--- src/rtl/uart_pkg.sv ---
// Shared UART definitions: byte type and FIFO status flags, used by the RX FIFO
// and the planned TX FIFO.
package uart_pkg;

    localparam int unsigned UART_WIDTH = 8;

    typedef logic [UART_WIDTH-1:0] uart_byte_t;

    typedef struct packed {
        logic empty;
        logic full;
        logic almost_full;
    } fifo_status_t;

    // Status flags for a given occupancy.
    function automatic fifo_status_t fifo_status(
        input int unsigned cnt,
        input int unsigned depth,
        input int unsigned af_level
    );
        fifo_status_t s;
        s.empty       = (cnt == 32'd0);
        s.full        = (cnt == depth);
        s.almost_full = (cnt >= af_level);
        return s;
    endfunction

endpackage

--- src/rtl/uart_rx_fifo_edge_detect_rise.sv ---
// edge_detect_rise: one-cycle pulse on each 0->1 transition of i_d.
// The reset value of the history bit is a parameter so a level held high through reset is not seen as an edge.
module edge_detect_rise
    import uart_pkg::*;
#(
    parameter logic RST_VAL = 1'b1
) (
    input  logic i_clk,
    input  logic i_rst,
    input  logic i_d,
    output logic o_rise
);

    logic r_q;

    // History of i_d from the previous cycle.
    always_ff @(posedge i_clk or posedge i_rst) begin
        if (i_rst) begin
            r_q <= RST_VAL;
        end else begin
            r_q <= i_d;
        end
    end

    assign o_rise = i_d & ~r_q;

endmodule

--- src/rtl/uart_rx_fifo.sv ---
// UART receive FIFO: edge-triggered writes, first-word-fall-through reads.
// Optional overrun reporting (overrun_o, ovrClr_i, dropCnt_o) when UART_RX_FIFO_OVERRUN_EN is defined.
module uart_rx_fifo
    import uart_pkg::*;
#(
    parameter int unsigned WIDTH    = UART_WIDTH,
    parameter int unsigned DEPTH    = 16,
    parameter int unsigned AF_LEVEL = 12
) (
    input  logic                       clk_i,
    input  logic                       rst_i,
`ifdef UART_RX_FIFO_OVERRUN_EN
    input  logic                       ovrClr_i,
    output logic                       overrun_o,
    output logic [7:0]                 dropCnt_o,
`endif
    input  logic [WIDTH-1:0]           dat_i,
    input  logic                       datEn_i,
    input  logic                       rdEn_i,
    output logic [WIDTH-1:0]           dat_o,
    output logic                       empty_o,
    output logic                       full_o,
    output logic                       almostFull_o,
    output logic [$clog2(DEPTH):0]     count_o
);

    localparam int unsigned AW = $clog2(DEPTH);
    localparam int unsigned CW = AW + 1;

    logic [WIDTH-1:0] r_mem [DEPTH];
    logic [AW-1:0]    r_wr_ptr;
    logic [AW-1:0]    r_rd_ptr;
    logic [CW-1:0]    r_count;
    fifo_status_t     r_status;

    logic             w_push_edge;
    logic             w_pop;
    logic             w_wr;
    logic             w_drop;
    logic [CW-1:0]    w_count_nxt;
    fifo_status_t     w_status_nxt;

    edge_detect_rise #(
        .RST_VAL (1'b1)
    ) u_dat_en_edge (
        .i_clk  (clk_i),
        .i_rst  (rst_i),
        .i_d    (datEn_i),
        .o_rise (w_push_edge)
    );

    // A push into a full FIFO is only accepted when a pop frees a slot in the same cycle.
    assign w_pop  = rdEn_i & ~r_status.empty;
    assign w_wr   = w_push_edge & (~r_status.full | w_pop);
    assign w_drop = w_push_edge & r_status.full & ~w_pop;

    // Next occupancy and the flags derived from it.
    always_comb begin
        w_count_nxt = r_count;
        case ({w_wr, w_pop})
            2'b10:   w_count_nxt = r_count + CW'(1);
            2'b01:   w_count_nxt = r_count - CW'(1);
            default: w_count_nxt = r_count;
        endcase
        w_status_nxt = fifo_status(32'(w_count_nxt), DEPTH, AF_LEVEL);
    end

    // Storage array; contents are discarded by clearing pointers, not by reset.
    always_ff @(posedge clk_i) begin
        if (w_wr) begin
            r_mem[r_wr_ptr] <= dat_i;
        end
    end

    // Pointers, occupancy and registered flags.
    always_ff @(posedge clk_i or posedge rst_i) begin
        if (rst_i) begin
            r_wr_ptr <= {AW{1'b0}};
            r_rd_ptr <= {AW{1'b0}};
            r_count  <= {CW{1'b0}};
            r_status <= '{empty: 1'b1, full: 1'b0, almost_full: 1'b0};
        end else begin
            if (w_wr) begin
                r_wr_ptr <= r_wr_ptr + AW'(1);
            end
            if (w_pop) begin
                r_rd_ptr <= r_rd_ptr + AW'(1);
            end
            r_count  <= w_count_nxt;
            r_status <= w_status_nxt;
        end
    end

    // Head of FIFO falls through; forced to zero while empty so reset shows dat_o=0.
    always_comb begin
        if (r_status.empty) begin
            dat_o = {WIDTH{1'b0}};
        end else begin
            dat_o = r_mem[r_rd_ptr];
        end
    end

    assign empty_o      = r_status.empty;
    assign full_o       = r_status.full;
    assign almostFull_o = r_status.almost_full;
    assign count_o      = r_count;

`ifdef UART_RX_FIFO_OVERRUN_EN
    logic       r_overrun;
    logic [7:0] r_drop_cnt;

    // Sticky overrun flag and saturating drop counter; a drop in the clear cycle wins.
    always_ff @(posedge clk_i or posedge rst_i) begin
        if (rst_i) begin
            r_overrun  <= 1'b0;
            r_drop_cnt <= 8'd0;
        end else if (w_drop) begin
            r_overrun  <= 1'b1;
            if (r_drop_cnt != 8'hFF) begin
                r_drop_cnt <= r_drop_cnt + 8'd1;
            end
        end else if (ovrClr_i) begin
            r_overrun  <= 1'b0;
            r_drop_cnt <= 8'd0;
        end
    end

    assign overrun_o = r_overrun;
    assign dropCnt_o = r_drop_cnt;
`else
    logic w_drop_unused;
    assign w_drop_unused = w_drop;
`endif

endmodule

--- config.mk ---
export PLATFORM = sky130hd
export DESIGN_NAME = uart_rx_fifo
export DESIGN_NICKNAME = d
export VERILOG_FILES = /design/src/rtl/uart_pkg.sv /design/src/rtl/uart_rx_fifo_edge_detect_rise.sv /design/src/rtl/uart_rx_fifo.sv
export SDC_FILE = /design/constraint.sdc
export NUM_CORES = 1
export LEC_CHECK = 0
export ABC_AREA = 1
export CORE_MARGIN = 5
export CORE_UTILIZATION = 52
export CTS_BUF_LIST = sky130_fd_sc_hd__clkbuf_4
export CTS_CLUSTER_DIAMETER = 150
export DETAILED_ROUTE_END_ITERATION = 7
export PLACE_DENSITY_LB_ADDON = 0.3
export SLEW_MARGIN = 20
export SYNTH_ARGS = -nofsm -noshare
export SYNTH_HDL_FRONTEND = slang
export SYNTH_SLANG_ARGS = --single-unit
--- constraint.sdc ---
create_clock -name clk_i -period 3.3 [get_ports clk_i]
set_clock_uncertainty 0.05 [all_clocks]
set_input_delay 0.66 -clock clk_i [delete_from_list [all_inputs] [get_ports clk_i]]
set_output_delay 0.66 -clock clk_i [all_outputs]
set_load 0.005 [all_outputs]
; Word-level counts from Yosys, hierarchy flattened
; Memory sizes are Yosys's and may differ from the RTL's.
; Index checks and enable logic that the tools add are counted.
[op_classes]
n_addsub = 4
order_cmp = 1
eq_ne = 3
muxes = 4
bitwise = 7
reduce_logical = 1
[ops]
columns = cell, n
row1 = case mux 5 bit (2 select lines), 1
row2 = adder 4 x 1 -> 4 bit (second input constant), 2
row3 = two-way mux 8 bit, 1
row4 = adder 5 x 1 -> 5 bit (second input constant), 1
row5 = equality test 5 bit (second input constant), 1
row6 = greater-or-equal comparator 5 x 4 -> 1 bit (second input constant), 1
row7 = logical NOT 5 bit, 1
row8 = subtractor 5 x 1 -> 5 bit (second input constant), 1
row9 = AND 1 bit, 3
row10 = inverter 1 bit, 3
row11 = equality test 2 x 1 -> 1 bit (second input constant), 1
row12 = equality test 2 bit (second input constant), 1
row13 = two-way mux 1 bit, 2
row14 = OR 1 bit, 1
[word_totals]
ff_bits = 17
ram_bits = 128
in_bits = 12
out_inout_bits = 16
memories = 1
[mem_list]
columns = name, words, width, read_ports, rd_ports_with_merged_regs, write_ports, line_no
row1 = r_mem, 16, 8, 1, 0, 1, uart_rx_fifo.sv:30  ; logic [WIDTH-1:0] r_mem [DEPTH];

; Depth between registers and ports, before layout
[depth]
ltp_word = 7
depth_mapped = 16
ltp_nobuf = 16

; By module
; A second synthesis with hierarchy kept.
[hier_totals]
hier_cells = 518
hier_area_um2 = 6124.6
[by_module_without_submodules]
columns = mod, instances, cells_each, area_per_inst_um2, seq_area_each_um2
row1 = uart_rx_fifo, 1, 514, 6084.6, 4245.3
row2 = edge_detect_rise, 1, 4, 40.0, 26.3

; Least setup slack after synthesis
; OpenSTA, ideal clock, no wires.
[synth_timing]
kind = input port to flip-flop
startpoint = input port rdEn_i
endpoint = register r_status, in the netlist empty_o
setup_time_ps = 67
arrival_ps = 2298
setup_slack_ps = 885
cell_stages = 13
cell_sequence = inv_1 nor2_1 ha_1 nand2_1 inv_1 nor2_1 ha_1 nand2_1 o21ai_1 or2_0 nor2_1 nand3_1 nor2_1
[synth_lines]
columns = element, line_no
row1 = from (decl), uart_rx_fifo.sv:19  ; input logic rdEn_i,
row2 = to (signal assigned), uart_rx_fifo.sv:81  ; r_status <= '{empty: 1'b1, full: 1'b0, almost_full: 1'b0};
row3 = to (signal assigned), uart_rx_fifo.sv:90  ; r_status <= w_status_nxt;
row4 = to (decl), uart_rx_fifo.sv:34  ; fifo_status_t r_status;

; Worst setup path after layout
[layout_timing]
startpoint = register r_rd_ptr[0]
endpoint = output port dat_o[1]
[layout_via]
elab_chain_cells = 2
[layout_lines]
columns = element, line_no
row1 = from (decl), uart_rx_fifo.sv:32  ; logic [AW-1:0] r_rd_ptr;
row2 = from (signal assigned), uart_rx_fifo.sv:79  ; r_rd_ptr <= {AW{1'b0}};
row3 = from (signal assigned), uart_rx_fifo.sv:87  ; r_rd_ptr <= r_rd_ptr + AW'(1);
row4 = memory read (16 x 8 bit), -
row5 = two-way mux 8 bit, uart_rx_fifo.sv:96  ; if (r_status.empty) begin
row6 = to (decl), uart_rx_fifo.sv:20  ; output logic [WIDTH-1:0] dat_o,
; No other way between the ends.

==> summary.md <==
| Metric | Value |
|---|---|
| Outcome | completed |
| Slew @ Worst Pin | 729 ps |
| Final wirelength | 13.5 mm |
| Root buffer cell | clkbuf_4 |
| Die boundary width | 118 um |
| Number of nets at the end of the flow | 589 |
| Instance count along the most critical hold path | 1 |
| CTS tree | yes |
| Hold path start | r_wr_ptr[3] |
| Gate Count Post-Synth | 517 |
| Inserted Diodes | 0 |
| Element type at the critical path end | output pin |
| Antenna Violating Nets Remaining | 0 |
| Cell class contributing the biggest share of worst-path delay | buffers and inverters |
| Arrival time at the worst endpoint | 2530 ps |
| Vias in the first global route | 4,042 |
| Count of synthesis-stage warnings from yosys | 0 |
| Fin. Hold Viols | 0 |
| Power density over the cells | 852 nW/um^2 |
| Setup repair after global routing missed its margin | true |
| Highest clock frequency the design can meet | 309 MHz |
| Final Critical Period | 3240 ps |
| Clock transition at the registers of the reported paths | 130 ps |
| Register area share after synthesis | 70.2% |
| Final setup violation count | 0 |
| Flops & latches, synth | 145 |
| Startpoint-to-endpoint class of the critical path | flop to output pin |
| Depth of the most critical reg-to-reg path | 14 |
| Area growth from synthesis to layout | 15.8% |
| Share of cells above drive strength 1 | 13.2% |
| Number of port buffers | 27 |
| Count of pins on the block boundary | 28 |
| Vertical extent of the die | 118 um |
| Number of buffers added to fix hold violations after cts | 0 |
| Total overflow reported by the global router | 0 |
| Cell Area, Synth | 6080 sq um |
| CP Launch Type | flop |
| Path category of the worst min-delay check | flop to flop |
| Cell with the biggest individual delay on the critical path | dfrtp_4 |
| Endpoint, Worst Hold | r_wr_ptr[3] |
| Overall routing resource usage | 19.4% |
| Crit share post-route | 98.1% |
| Final slew viol count | 0 |
| Total number of H-tree levels | 4 |
| Number of antenna violations at the first check in global routing | 0 |
| Max Cap Viol | 0 |
| Max clock buf depth | 2 |
| Required time at the worst-slack endpoint | 2590 ps |
| Total core area | 11,400 sq um |
| Pin count of the biggest net entering global routing | 49 |
| Pre-antenna DRT Iters | 5 |
| Row Count | 39 |
| Routed vias | 4,131 |
| Initial DRC count | 442 |
| Number of remaining DRC errors | 0 |
| Initial Util | 53.3% |
| LEAKAGE | 2.53 nW |
| Avg Vias per Cell | 5.70 |
| Post-Layout Inst Area | 7050 sq um |
| GP Congestion | 0.827 |
| R2r endpoint | empty_o |
| Slew Limit Headroom | 51.3% |
| Clock insertion delay at the later pin of the skew report | 510 ps |
| HPWL after detailed placement | 8.38 mm |
| Die outline area | 14,000 sq um |
| Cts bufs inserted | 17 |
| Longest individual stage delay on the worst path | 570 ps |
| Reg-to-reg setup timing slack | 580 ps |
| Largest fanout of any net on the critical path | 24 |
| CTS Sinks | 145 |
| Final core utilization | 61.7% |
| Total nets after synthesis | 537 |
| Area after detailed placement | 6590 sq um |
| Source of the worst register-to-register timing path | empty_o |
| Synth Area per Inst | 11.8 sq um |
| Global-route wire length before repair | 21.2 mm |
| Chain of cells forming the critical path | inv_6, buf_12, nor2_1, o211ai_1, nand3_1, a21oi_1, clkdlybuf4s50_1 |
| Distinct cell type count after synthesis | 26 |
| Maximum vdd drop | 585 uV |
| CP Buf/Inv Count | 3 |
| Average wire length per cell after detail routing | 18.7 um |
| Worst Setup SP | r_rd_ptr[0] |
==> final cells by class <==
class | count | area (sq um)
clock buffer | 18 | 135
clock inverter | 14 | 148
fill | 904 | 4370
inverter | 23 | 97.6
multi-input combinational | 324 | 1600
sequential | 145 | 4280
tap | 143 | 179
timing repair buffer | 58 | 608
==> placed cells by master, fill, tap and decap left out, types with 2 or more instances in the layout <==
cell type and instances:
clkinvlp_4 3, dfstp_2 2, a21oi_2 5, o211ai_1 29, dfrtp_1 13, a21oi_1 4, nor2_1 115, buf_4 22
clkbuf_4 18, inv_1 18, xor2_1 6, buf_12 4, clkdlybuf4s50_1 26, o21ai_0 59, buf_6 2, nand4_1 3
xnor2_1 2, nand3_1 29, o21ai_1 6, clkinv_4 3, ha_1 8, edfxtp_1 128, inv_8 4, inv_6 4
nand2_1 54
==> metal layers <==
metal  part of all wire [%]  vias up  global-route usage, %
li1                       -     1940                      -
met1                     42     1993                   25.8
met2                     50      172                   32.5
met3                    6.6       26                   3.87
met4                    1.8        0                   5.88
met5                      0        -                      0
==> state kept, by name (all words and copies together), names as in the netlist <==
name               cells
almostFull_o           1
count_o                5
empty_o                1
full_o                 1
r_mem                128
r_rd_ptr               4
r_wr_ptr               4
u_dat_en_edge.r_q      1
==> stage by stage <==
step           power, mW  worst slack [ps]  TNS, ps  hold slack, ps  cells
6_report            6.00              63.6        0             480    725
5_1_grt             6.38             -65.2     -314             488    725
4_1_cts             5.87              10.8        0             477    722
3_5_place_dp        4.65               171        0             461    684
3_3_place_gp        4.60               258        0             463    684
2_1_floorplan       3.79               885        0             433    517
==> cells in the mapped netlist, drive strengths merged <==
master | count | share of area (%)
nand3 | 29 | 2.4
ha | 8 | 1.6
or2 | 1 | 0.10
dfstp | 2 | 0.86
nor2 | 116 | 7.2
o21ai | 65 | 5.3
dfrtp | 15 | 6.2
xor2 | 6 | 0.86
clkbuf | 10 | 0.64
buf | 15 | 1.7
a21o | 1 | 0.12
nand4 | 3 | 0.31
nor4 | 1 | 0.10
edfxtp | 128 | 63
inv | 21 | 1.3
clkinv | 2 | 0.12
xnor2 | 2 | 0.29
nand2 | 54 | 3.3
a21oi | 9 | 0.74
o211ai | 29 | 3.6
==> power by group <==
group	switching, mW	internal (mW)	total (mW)	leakage [nW]
Clock	0.690	0.411	1.10	0.151
Combinational	1.44	1.09	2.53	1.03
Sequential	0.185	2.19	2.37	1.35
Total	2.32	3.68	6.00	2.53
==> cells by family after synthesis <==
| family | Yosys count | synth area share, % |
|---|---|---|
| and+or+nand+nor | 204 | 13.4 |
| AOI/OAI and AO/OA | 104 | 9.79 |
| xor gates and xnor gates | 8 | 1.15 |
| buffers and inverters | 48 | 3.74 |
| adders and majority gates | 8 | 1.65 |
| DFF | 145 | 70.2 |
==> repair_timing <==
| action | in CTS | in global routing |
|---|---|---|
| cloned | 1 | 2 |
| setup buffers | 5 | 1 |
| setup endpoints to repair | 8 | 8 |
| gates resized for setup | 4 | 16 |
| pin swaps | 2 | 8 |
==> worst max path at each step <==
stage	end	slack, ps	depth (start not counted)
floorplan	empty_o	880	13
global placement	empty_o	260	15
detailed placement	empty_o	170	17
CTS	dat_o[0]	10	7
global route	dat_o[0]	-70	9
finish	dat_o[1]	60	7
Power figures use the tool's default switching activity.
